===== src/rtl/rom_mac_sequencer.sv =====
// rom_mac_sequencer: walks two ROM address runs in lockstep and
// accumulates the ROM product output into a sum-of-products result.
module rom_mac_sequencer #(
   parameter int DATA_WIDTH = 4,
   parameter int ADDR_WIDTH = 6,
   parameter int ACC_WIDTH  = 10
) (
   input  logic                  clk,
   input  logic                  rst_n,
   input  logic                  start,
   input  logic                  abort,
   input  logic [ADDR_WIDTH-1:0] base_a,
   input  logic [ADDR_WIDTH-1:0] base_b,
   input  logic [ADDR_WIDTH:0]   len,
   input  logic [DATA_WIDTH-1:0] rom_prod,
   output logic [ADDR_WIDTH-1:0] rom_addr_1,
   output logic [ADDR_WIDTH-1:0] rom_addr_2,
   output logic                  busy,
   output logic                  done,
   output logic [ACC_WIDTH-1:0]  result,
   output logic                  overflow
);

   typedef enum logic [1:0] {
      IDLE,
      RUN,
      DONE
   } state_t;

   state_t                state, state_nx;
   logic [ADDR_WIDTH-1:0] addr1_nx, addr2_nx;
   logic [ADDR_WIDTH:0]   cnt, cnt_nx;
   logic [ACC_WIDTH-1:0]  acc, acc_nx;
   logic [ACC_WIDTH-1:0]  result_nx;
   logic                  ovf, ovf_nx;
   logic                  overflow_nx;
   logic [ACC_WIDTH:0]    sum;

   // Extra top bit of the sum is the carry out of the accumulator.
   assign sum = {1'b0, acc}
              + {{(ACC_WIDTH + 1 - DATA_WIDTH){1'b0}}, rom_prod};

   assign busy = (state != IDLE);
   assign done = (state == DONE);

   // State and datapath registers.
   always_ff @(posedge clk or negedge rst_n) begin
      if (!rst_n) begin
         state      <= IDLE;
         rom_addr_1 <= '0;
         rom_addr_2 <= '0;
         cnt        <= '0;
         acc        <= '0;
         ovf        <= 1'b0;
         result     <= '0;
         overflow   <= 1'b0;
      end else begin
         state      <= state_nx;
         rom_addr_1 <= addr1_nx;
         rom_addr_2 <= addr2_nx;
         cnt        <= cnt_nx;
         acc        <= acc_nx;
         ovf        <= ovf_nx;
         result     <= result_nx;
         overflow   <= overflow_nx;
      end
   end

   // Next-state and next-datapath logic; everything holds by default.
   always_comb begin
      state_nx    = state;
      addr1_nx    = rom_addr_1;
      addr2_nx    = rom_addr_2;
      cnt_nx      = cnt;
      acc_nx      = acc;
      ovf_nx      = ovf;
      result_nx   = result;
      overflow_nx = overflow;
      unique case (state)
         IDLE: begin
            if (start) begin
               acc_nx = '0;
               ovf_nx = 1'b0;
               if (len == '0) begin
                  result_nx   = '0;
                  overflow_nx = 1'b0;
                  state_nx    = DONE;
               end else begin
                  addr1_nx = base_a;
                  addr2_nx = base_b;
                  cnt_nx   = len;
                  state_nx = RUN;
               end
            end
         end
         RUN: begin
            if (abort) begin
               state_nx = IDLE;
            end else begin
               acc_nx   = sum[ACC_WIDTH-1:0];
               ovf_nx   = ovf | sum[ACC_WIDTH];
               addr1_nx = rom_addr_1 + 1'b1;
               addr2_nx = rom_addr_2 + 1'b1;
               cnt_nx   = cnt - 1'b1;
               if (cnt == {{ADDR_WIDTH{1'b0}}, 1'b1}) begin
                  result_nx   = acc_nx;
                  overflow_nx = ovf_nx;
                  state_nx    = DONE;
               end
            end
         end
         DONE: begin
            state_nx = IDLE;
         end
         default: begin
            state_nx = IDLE;
         end
      endcase
   end

endmodule


===== config.mk =====
export PLATFORM = sky130hd
export DESIGN_NAME = rom_mac_sequencer
export DESIGN_NICKNAME = d
export VERILOG_FILES = /design/src/rtl/rom_mac_sequencer.sv
export SDC_FILE = /design/constraint.sdc
export NUM_CORES = 1
export LEC_CHECK = 0
export CAP_MARGIN = 20
export CELL_PAD_IN_SITES_DETAIL_PLACEMENT = 1
export CELL_PAD_IN_SITES_GLOBAL_PLACEMENT = 2
export CORE_MARGIN = 10
export CORE_UTILIZATION = 30
export DETAILED_ROUTE_END_ITERATION = 10
export PLACE_DENSITY = 0.84
export SETUP_SLACK_MARGIN = 0.4
export SYNTH_ARGS = -nofsm -noshare
export SYNTH_HDL_FRONTEND = slang
export SYNTH_SLANG_ARGS = --single-unit

===== constraint.sdc =====
create_clock -name clk -period 2.21 [get_ports clk]
set_clock_uncertainty 0.1 [all_clocks]
set_input_delay 0.3315 -clock clk [delete_from_list [all_inputs] [get_ports clk]]
set_output_delay 0.3315 -clock clk [all_outputs]
set_load 0.01 [all_outputs]

==> results.cfg, run 1 <==
[clock_tree]
cts.htree.levels = 2
clock_latency_ns = 0.31
cts-root-buf = clkbuf_8
cts_buffers = 5
cts_sinks = 43
clkTransAtPathRegs_ns = 0.10
cts_tree = yes
cts_max_path_buffers = 2

[sta]
tns_ns = 0
period_share = 0.9069
finalSetupViolCount = 0
period_minus_slack_ns = 2.004
slew_headroom = 0.6152
tightest_slew_ns = 0.5773
rsz0062_at_grt = yes
drv_slew = 0
setup_ws_ns = 0.2057
fmax_ghz = 0.4989
final-hold-violation-count = 0

[floorplan]
die_height_um = 111.0
die_area_um2 = 12310
core_um2 = 8134
start_util = 0.3052
rows = 33
ios = 52
die_w_um = 111.0

[synthesis]
syn-num-nets = 316
synthAdderAreaFrac = 0.04839
syn_avg_cell_area_um2 = 8.866
ys_seq_area_frac = 0.4335
synth_xor_area_frac = 0.02117
synth_top_family_by_area = compound AO/OA/AOI/OAI gates
synthesis.area_um2 = 2482
yosys.area_share.simple = 0.1820
synth_compound_area_frac = 0.2470
async_flop_share = 1.000
post_synth_mux_area_share = 0.01613
synth.distinct_cells = 49
synth_edf_count = 0
synth_cells = 280
ys.flop_type = dfrtp_1
ys_ff_latch = 43
yosys_warnings = 0

[global_route]
antenna_found_initial = 1
grt_max_degree = 28
grt_pass1_wl_um = 13590
grt_overflow = 0
grt_pass1_vias = 2578
grt_use_total = 0.1318

[detailed_routing]
first_iter_violations = 69
drc = 0
vias = 2494
antenna_left = 0
wl_per_cell_um = 18.84
viasPerCell = 5.218
wl_um = 9005
drt-pass1-iter-count = 4

[flow_run]
drv_cap = 0

[placement]
placed_area_um2 = 3282
place.gp.congestion = 0.7544
io_buffers = 51
dp_hpwl_um = 5898
dp_slack_ns = -0.3900

[power_and_ir_drop]
swShare = 0.3938
clock_power_share = 0.167
internal-power_uw = 2304
seqPwrFrac = 0.341
combPwrFrac = 0.492
power_switching_uw = 1496
ir_drop_mv = 0.3746
power_density_nw_per_um2 = 969.4
p_leak_uw = 0.001669

[outcome]
status = complete, no violations

[critical_path]
required_ns = 2.31
end_kind = register
worstPathCellList = buf_6 > or4_4 > nor2_4 > o21bai_4 > buf_12 > buf_16 > nand2_2 > o21ai_1
crit_type = register to register
critical-path-max-stage-delay_ns = 0.45
r2r_cells = 8
cp_max_fo = 8
crit_arrival_ns = 2.10
start_kind = register
cp_slowest_cell = dfrtp_2

[min_path]
min_path_cells = 3
min_path_type = input port to register

[layout]
layout-drive-gt1-share = 0.3011
final_util = 0.4819
fillerInstances = 913
final_area_um2 = 3920
area_delta_synth_final_pct = 57.91
nNetsFinal = 407
layout by cell type, fill, tap and decap left out, drive strengths merged, types with 2 or more instances in the layout:
master,n
o22ai,4
clkinv,3
o211ai,2
clkdlybuf4s50,39
o21ai,33
nand2b,7
or2,2
a21oi,27
and3,2
dlygate4sd2,7
nor2b,5
a31oi,4
a22oi,3
nor2,21
nor3,3
dfrtp,43
mux2i,4
clkbuf,6
o21bai,2
xor2,4
buf,49
inv,9
nand3,11
o41ai,4
a22o,4
or4,2
xnor2,2
dlymetal6s2s,2
o31ai,7
nand2,39
ha,8
cell families after synthesis:
| family | after synthesis |
|---|---|
| AO/OA/AOI/OAI | 96 |
| XOR/XNOR | 6 |
| adder cells (fa/ha/maj) | 9 |
| buffers and inverters | 28 |
| flip-flops | 43 |
| multiplexers | 4 |
| AND/OR/NAND/NOR | 94 |
per-stage QoR:
stage | hold WS, ns | power [uW] | cells
2_1_floorplan | -0.06409 | 2121 | 280
3_3_place_gp | 0.2562 | 2759 | 444
5_1_grt | 0.3714 | 4059 | 478
6_report | 0.3669 | 3800 | 478
3_5_place_dp | 0.2576 | 2836 | 444
4_1_cts | 0.3619 | 3586 | 464
what timing repair did:
action / in CTS / in global routing
endpoints found under the hold margin: 21 / 0
gates resized for setup: 38 / 51
setup endpoints to repair: 40 / 42
hold buffers: 1 / 0
cloned: 2 / 3
setup buffers: 9 / 10
pin swaps: 17 / 15
metal layers:
layer  GRT usage  part of all wire
met4     0.04427             0.017
met1      0.1510              0.42
met5           0                 0
met3     0.02543             0.031
met2      0.2374              0.54
worst paths after layout:
check                             to       from  slack [ns]
setup / recovery           result[2]   state[0]        0.21
max in group asynchronous     cnt[0]      rst_n        1.01
setup reg to reg           result[2]   state[0]        0.21
hold reg to reg            result[4]  result[4]        0.40
hold / removal                acc[9]      abort        0.37
min in group asynchronous     acc[8]      rst_n        0.45
cell usage after synthesis, types with 4 or more instances:
library cell   n  area [um2]
a22o_1         4       35.03
nand3_1       11       55.05
a21oi_1       27       135.1
nand2b_1       7       43.79
o22ai_1        4       25.02
o31ai_2        4       50.05
ha_1           8       100.1
dfrtp_1       43        1076
nand2_1       39       146.4
mux2i_1        4       40.04
o21ai_0       22       110.1
nor2_1        16       60.06
inv_1         10       37.54
clkbuf_1       6       22.52
xor2_1         4       35.03
buf_2         10       50.05
nor2b_1        5       31.28
a31oi_1        4       25.02
o21ai_1       11       55.05
final cells by class:
class                   count  area (um2)  area share
well taps                 105       131.4     0.03351
clock inverters             3       43.79     0.01117
inverters                  10       42.54     0.01085
flip-flops and latches     43        1077      0.2748
clock buffers               5       68.82     0.01756
multi-input cells         212        1556      0.3971
diodes                      1       2.502   0.0006384
repair buffers             99       997.2      0.2544
flip-flops by register name (all words and copies together) (netlist names):
| register | flops |
|---|---|
| state | 2 |
| rom_addr_1 | 6 |
| overflow | 1 |
| acc | 10 |
| result | 10 |
| rom_addr_2 | 6 |
| ovf | 1 |
| cnt | 7 |
power groups by stage:
stage | logic, uW | clock network [uW] | registers (uW)
finish | 1870 | 634 | 1300
global route | 2050 | 675 | 1330
CTS | 1670 | 649 | 1270
detailed placement | 1560 | 0 | 1280
global placement | 1490 | 0 | 1270
floorplan | 845 | 0 | 1280
worst max-delay path: cells and delay by family, from the launching register on:
family / cells / cell delay (ns)
AOI/OAI and AO/OA: 2 / 0.23
buffers and inverters: 3 / 0.45
DFF: 1 / 0.45
and+or+nand+nor: 3 / 0.67
Note: power is estimated with default switching activity, not from simulation.
==> run 2: changes to the inputs <==
CORE_ASPECT_RATIO = 1.5   (was unset)
==> run 2 against run 1 <==
Compared with the run above:
- largest cell class unchanged
- setup slack improved by 0.0043 ns
- first-iteration DRC count increased by 29%
- final cell count decreased by 0.21%
- the flow now finishes with violations (hold timing)
- critical path type unchanged
- count of clock-buffer cells in the layout grew 1
==> results.cfg, run 2 (same netlist as run 1, synthesis figures left out) <==
[detailed_routing]
drt-pass1-iter-count = 4
viasPerCell = 5.143
drc = 0
wl_per_cell_um = 17.58
antenna_left = 0
vias = 2453
wl_um = 8386
first_iter_violations = 89

[global_route]
grt_pass1_wl_um = 13180
grt_use_total = 0.1316
antenna_found_initial = 1
grt_overflow = 0
grt_max_degree = 36
grt_pass1_vias = 2589

[layout]
layout_common_cells = dfrtp_1 (43), clkdlybuf4s50_1 (39), nand2_1 (36)
reg.largest.list = acc x10, result x10, cnt x7
area_delta_synth_final_pct = 56.35
layout-drive-gt1-share = 0.3019
final_common_cell = dfrtp_1
nNetsFinal = 406

[power_and_ir_drop]
ir_drop_mv = 0.4136
power_density_nw_per_um2 = 1000
p_leak_uw = 0.001658

[critical_path]
crit_type = register to register
timing.rr.start = acc[0]
startpoint = acc[0]
start_kind = register
cp_max_fo = 4
required_ns = 2.33
end_kind = register
crit_arrival_ns = 2.12

[floorplan]
die_area_um2 = 12390
die_w_um = 94.27
start_util = 0.3081
rows = 40
die_height_um = 131.4
core_um2 = 8058
ios = 52

[sta]
fmax_ghz = 0.5000
tns_ns = 0
finalSetupViolCount = 0
holdWs_ns = -0.007962
slew_headroom = 0.5197
tightest_slew_ns = 0.7205
period_minus_slack_ns = 2.000
rsz0062_at_grt = yes
final-hold-violation-count = 8
drv_slew = 0
period_share = 0.9050

[min_path]
min_path_type = input port to async pin

[placement]
dp_hpwl_um = 5626
io_buffers = 51
place.gp.congestion = 0.8048

[clock_tree]
postCtsHoldBufs = 0
clock_latency_ns = 0.29
cts_max_path_buffers = 2
cts_buffers = 5
cts_tree = yes
cts-root-buf = clkbuf_16
cts_sinks = 43
cts.htree.levels = 2
clkTransAtPathRegs_ns = 0.06

[outcome]
status = finished with violations
violations = hold timing

[flow_run]
drv_cap = 0
run 2: cell count changes in the layout (fill, tap and decap cells not counted), sizes merged:
cell / previous run / this run
clkinv: 3 / 1
buf: 49 / 48
bufinv: 1 / 0
clkbuf: 6 / 7
clkinvlp: 0 / 1
dlygate4sd2: 7 / 8
dlygate4sd3: 1 / 0
inv: 9 / 10
run 2: repair_timing:
| action | 4_1_cts | 5_1_grt |
|---|---|---|
| setup buffers | 8 | 9 |
| pin swaps | 19 | 18 |
| gates resized for setup | 50 | 31 |
| endpoints found under the setup margin | 40 | 42 |
| cloned | 2 | 2 |
run 2: routing by layer:
metal | global-route usage | vias to the layer above | share of wire
li1 | - | 1179 | -
met1 | 0.1416 | 1232 | 0.39
met3 | 0.03478 | 8 | 0.045
met2 | 0.2393 | 34 | 0.56
met4 | 0.03729 | 0 | 0.0095
met5 | 0 | - | 0
run 2: worst paths after layout:
| check | endpoint | slack [ns] | depth (start not counted) |
|---|---|---|---|
| setup reg to reg | result[8] | 0.21 | 9 |
| hold reg to reg | result[6] | 0.39 | 2 |
| hold / removal | result[3] | -0.008 | 1 |
| max in group asynchronous | cnt[4] | 1.42 | 2 |
| setup / recovery | result[8] | 0.21 | 9 |
| min in group clk | result[6] | 0.39 | 2 |
run 2: final cells by class:
cell class                 count  area, um2
fill                         915       4177
clock inverter                 2      12.51
clock buffer                   6      128.9
inverter                      10      37.54
tap                          105      131.4
antenna                        1      2.502
sequential                    43       1076
timing repair buffer          98      978.4
multi-input combinational    212       1514
run 2: power by group:
group	total (uW)	leakage (uW)	internal (uW)	switching, uW
Sequential	1290	0.000548	1020	267
Combinational	1850	0.00104	954	898
Clock	744	0.0000669	418	326
run 2: critical path, stage by stage, from the launching register on:
cell and delay [ns]:
dfrtp_1 0.37, ha_2 0.20, inv_2 0.04, fa_2 0.36
nand2b_4 0.18, buf_6 0.12, a211oi_4 0.20, xnor2_1 0.14
nand2_1 0.09, o21ai_1 0.13
run 2: stage by stage:
step | cells | instance area (um2) | utilization | total power, uW | setup WS, ns
6_report | 477 | 3881 | 0.4817 | 3883 | 0.2100
5_1_grt | 476 | 3879 | 0.4814 | 4168 | 0.07540
4_1_cts | 465 | 3697 | 0.4589 | 3775 | 0.1179
3_5_place_dp | 447 | 3317 | 0.4116 | 2856 | -0.3887
3_3_place_gp | 447 | 3317 | 0.4116 | 2783 | -0.3315
2_1_floorplan | 280 | 2514 | - | 2121 | 0.3479
==> run 3: changes to the inputs <==
CAP_MARGIN = unset   (was 20)
==> results of run 3 <==
Same layout as run 2: the final DEF is identical, and so are final timing and power.
==> RTL change, RTL diff (config.mk and constraints of run 2) <==
Register the inputs `start`, `abort`, `base_a`, `base_b`, `len` and `rom_prod` before use, cleared by the reset. The logic sees them one clock later.
--- a/src/rtl/rom_mac_sequencer.sv
+++ b/src/rtl/rom_mac_sequencer.sv
@@ -29,2 +29,27 @@
 
+   logic start_q;
+   logic abort_q;
+   logic [ADDR_WIDTH-1:0] base_a_q;
+   logic [ADDR_WIDTH-1:0] base_b_q;
+   logic [ADDR_WIDTH:0] len_q;
+   logic [DATA_WIDTH-1:0] rom_prod_q;
+
+   always_ff @(posedge clk or negedge rst_n) begin
+      if (!rst_n) begin
+         start_q    <= '0;
+         abort_q    <= '0;
+         base_a_q   <= '0;
+         base_b_q   <= '0;
+         len_q      <= '0;
+         rom_prod_q <= '0;
+      end else begin
+         start_q    <= start;
+         abort_q    <= abort;
+         base_a_q   <= base_a;
+         base_b_q   <= base_b;
+         len_q      <= len;
+         rom_prod_q <= rom_prod;
+      end
+   end
+
    state_t                state, state_nx;
@@ -40,3 +65,3 @@
    assign sum = {1'b0, acc}
-              + {{(ACC_WIDTH + 1 - DATA_WIDTH){1'b0}}, rom_prod};
+              + {{(ACC_WIDTH + 1 - DATA_WIDTH){1'b0}}, rom_prod_q};
 
@@ -80,6 +105,6 @@
          IDLE: begin
-            if (start) begin
+            if (start_q) begin
                acc_nx = '0;
                ovf_nx = 1'b0;
-               if (len == '0) begin
+               if (len_q == '0) begin
                   result_nx   = '0;
@@ -88,5 +113,5 @@
                end else begin
-                  addr1_nx = base_a;
-                  addr2_nx = base_b;
-                  cnt_nx   = len;
+                  addr1_nx = base_a_q;
+                  addr2_nx = base_b_q;
+                  cnt_nx   = len_q;
                   state_nx = RUN;
@@ -96,3 +121,3 @@
          RUN: begin
-            if (abort) begin
+            if (abort_q) begin
                state_nx = IDLE;
Formal check against the unedited RTL: not equivalent (a bounded check fails within 4 cycles, from zero or initial values and one cycle with rst_n low).
==> RTL change against run 2 <==
Wire length up 4.3%; final area is 16% higher; critical path depth decreased by 2; via count up 5.2%; non-clock buffer count fell by 22; synthesized area grew 22%; fmax is 0.17% higher; setup slack improved by 3.5 ps; power rose by 22%; clock power rose by 90%; sequential cell count is 25 higher.
==> RTL change: results (changes against run 2) <==
Worst Max-Slew Pin Slew=635 ps (-85.8 ps); Antenna Cells=0 (-1); CP max stage delay=550 ps (+180 ps); top cells by area, synth=dfrtp_1 56%, o21ai_0 5.4%, nand2_1 5.3%; TritonCTS Buffers=9 (+4); Critical Path End=result[1]$_DFFE_PN0P_; Gate Count Post-Synth=297 (+6.1%); fin cells=493 (+3.4%); share of layout cells above drive strength 1=0.269 (-0.0333); via count=2580 (+5.2%); hpwl dp=5730 µm (+1.8%); CTS Hold Bufs=1 (+1); f_max=501 MHz (+0.17%); met2 GRT Util=0.214 (-0.0257); Netlist cell types=40 (-18%); Placement Cell Area=0.00384 mm² (+16%); FF-to-FF path depth=7 (-2); Placer Congestion=0.737 (-8.4%); Power Sequential=1770 µW (+37%); status=complete, no violations; initial antenna violation count=0 (-1); GR Util met1=0.136 (-0.00593); worst skew pair latency=330 ps (+40 ps); Hold WC Path Type=in2reg; vias in the first global route=2779 (+7.3%); Comb group=1580 µW (-15%); nets=407 (+0.25%); total power=4760 µW (+22%); syn nets=333 (+5.4%); Initial DRC Count=72 (-19%); first-pass GRT wire length=14000 µm (+5.9%); dpl cells=461 (+3.1%); Slowest cell on crit path=or4_4; Power Internal=3120 µW (+31%); post-CTS setup buffers=6 (-2); Total GRT Usage=0.122 (-0.00982); met3 Use GR=0.0317 (-0.00306); htree depth=3 (+1); Max FO, Critical Path=7 (+3)
[RTL change: logic make-up (layout without fill, tap and decap cells)]
kind of cell | count (synthesis) | after routing | share of synthesized area
muxes | 2 | 2 | 0.00658
DFF | 68 | 68 | 0.560
adders and majority gates | 9 | 9 | 0.0395
and+or+nand+nor | 99 | 99 | 0.158
xor gates and xnor gates | 6 | 6 | 0.0173
AOI/OAI and AO/OA | 92 | 92 | 0.186
buffers and inverters | 21 | 100 | 0.0325
[RTL change: worst max-delay path, delay by kind of cell, from the launching register on]
kind,cells,cell delay (ps)
flip-flops,1,390
AND/OR/NAND/NOR,3,760
AO/OA/AOI/OAI,2,230
buffers and inverters,2,390
[RTL change: layout make-up]
type	instances	area [µm²]
repair buffers	76	778
inverters	8	30.0
well taps	117	146
clock inverters	7	67.6
multi-input cells	208	1570
fillers	1103	5500
clock buffers	9	225
flip-flops and latches	68	1710
[RTL change: layer usage]
layer  vias up  routed length [µm]
met3        19                 311
met2        55                4780
li1       1195                   -
met1      1311                3460
met4         0                 203
met5         -                   0
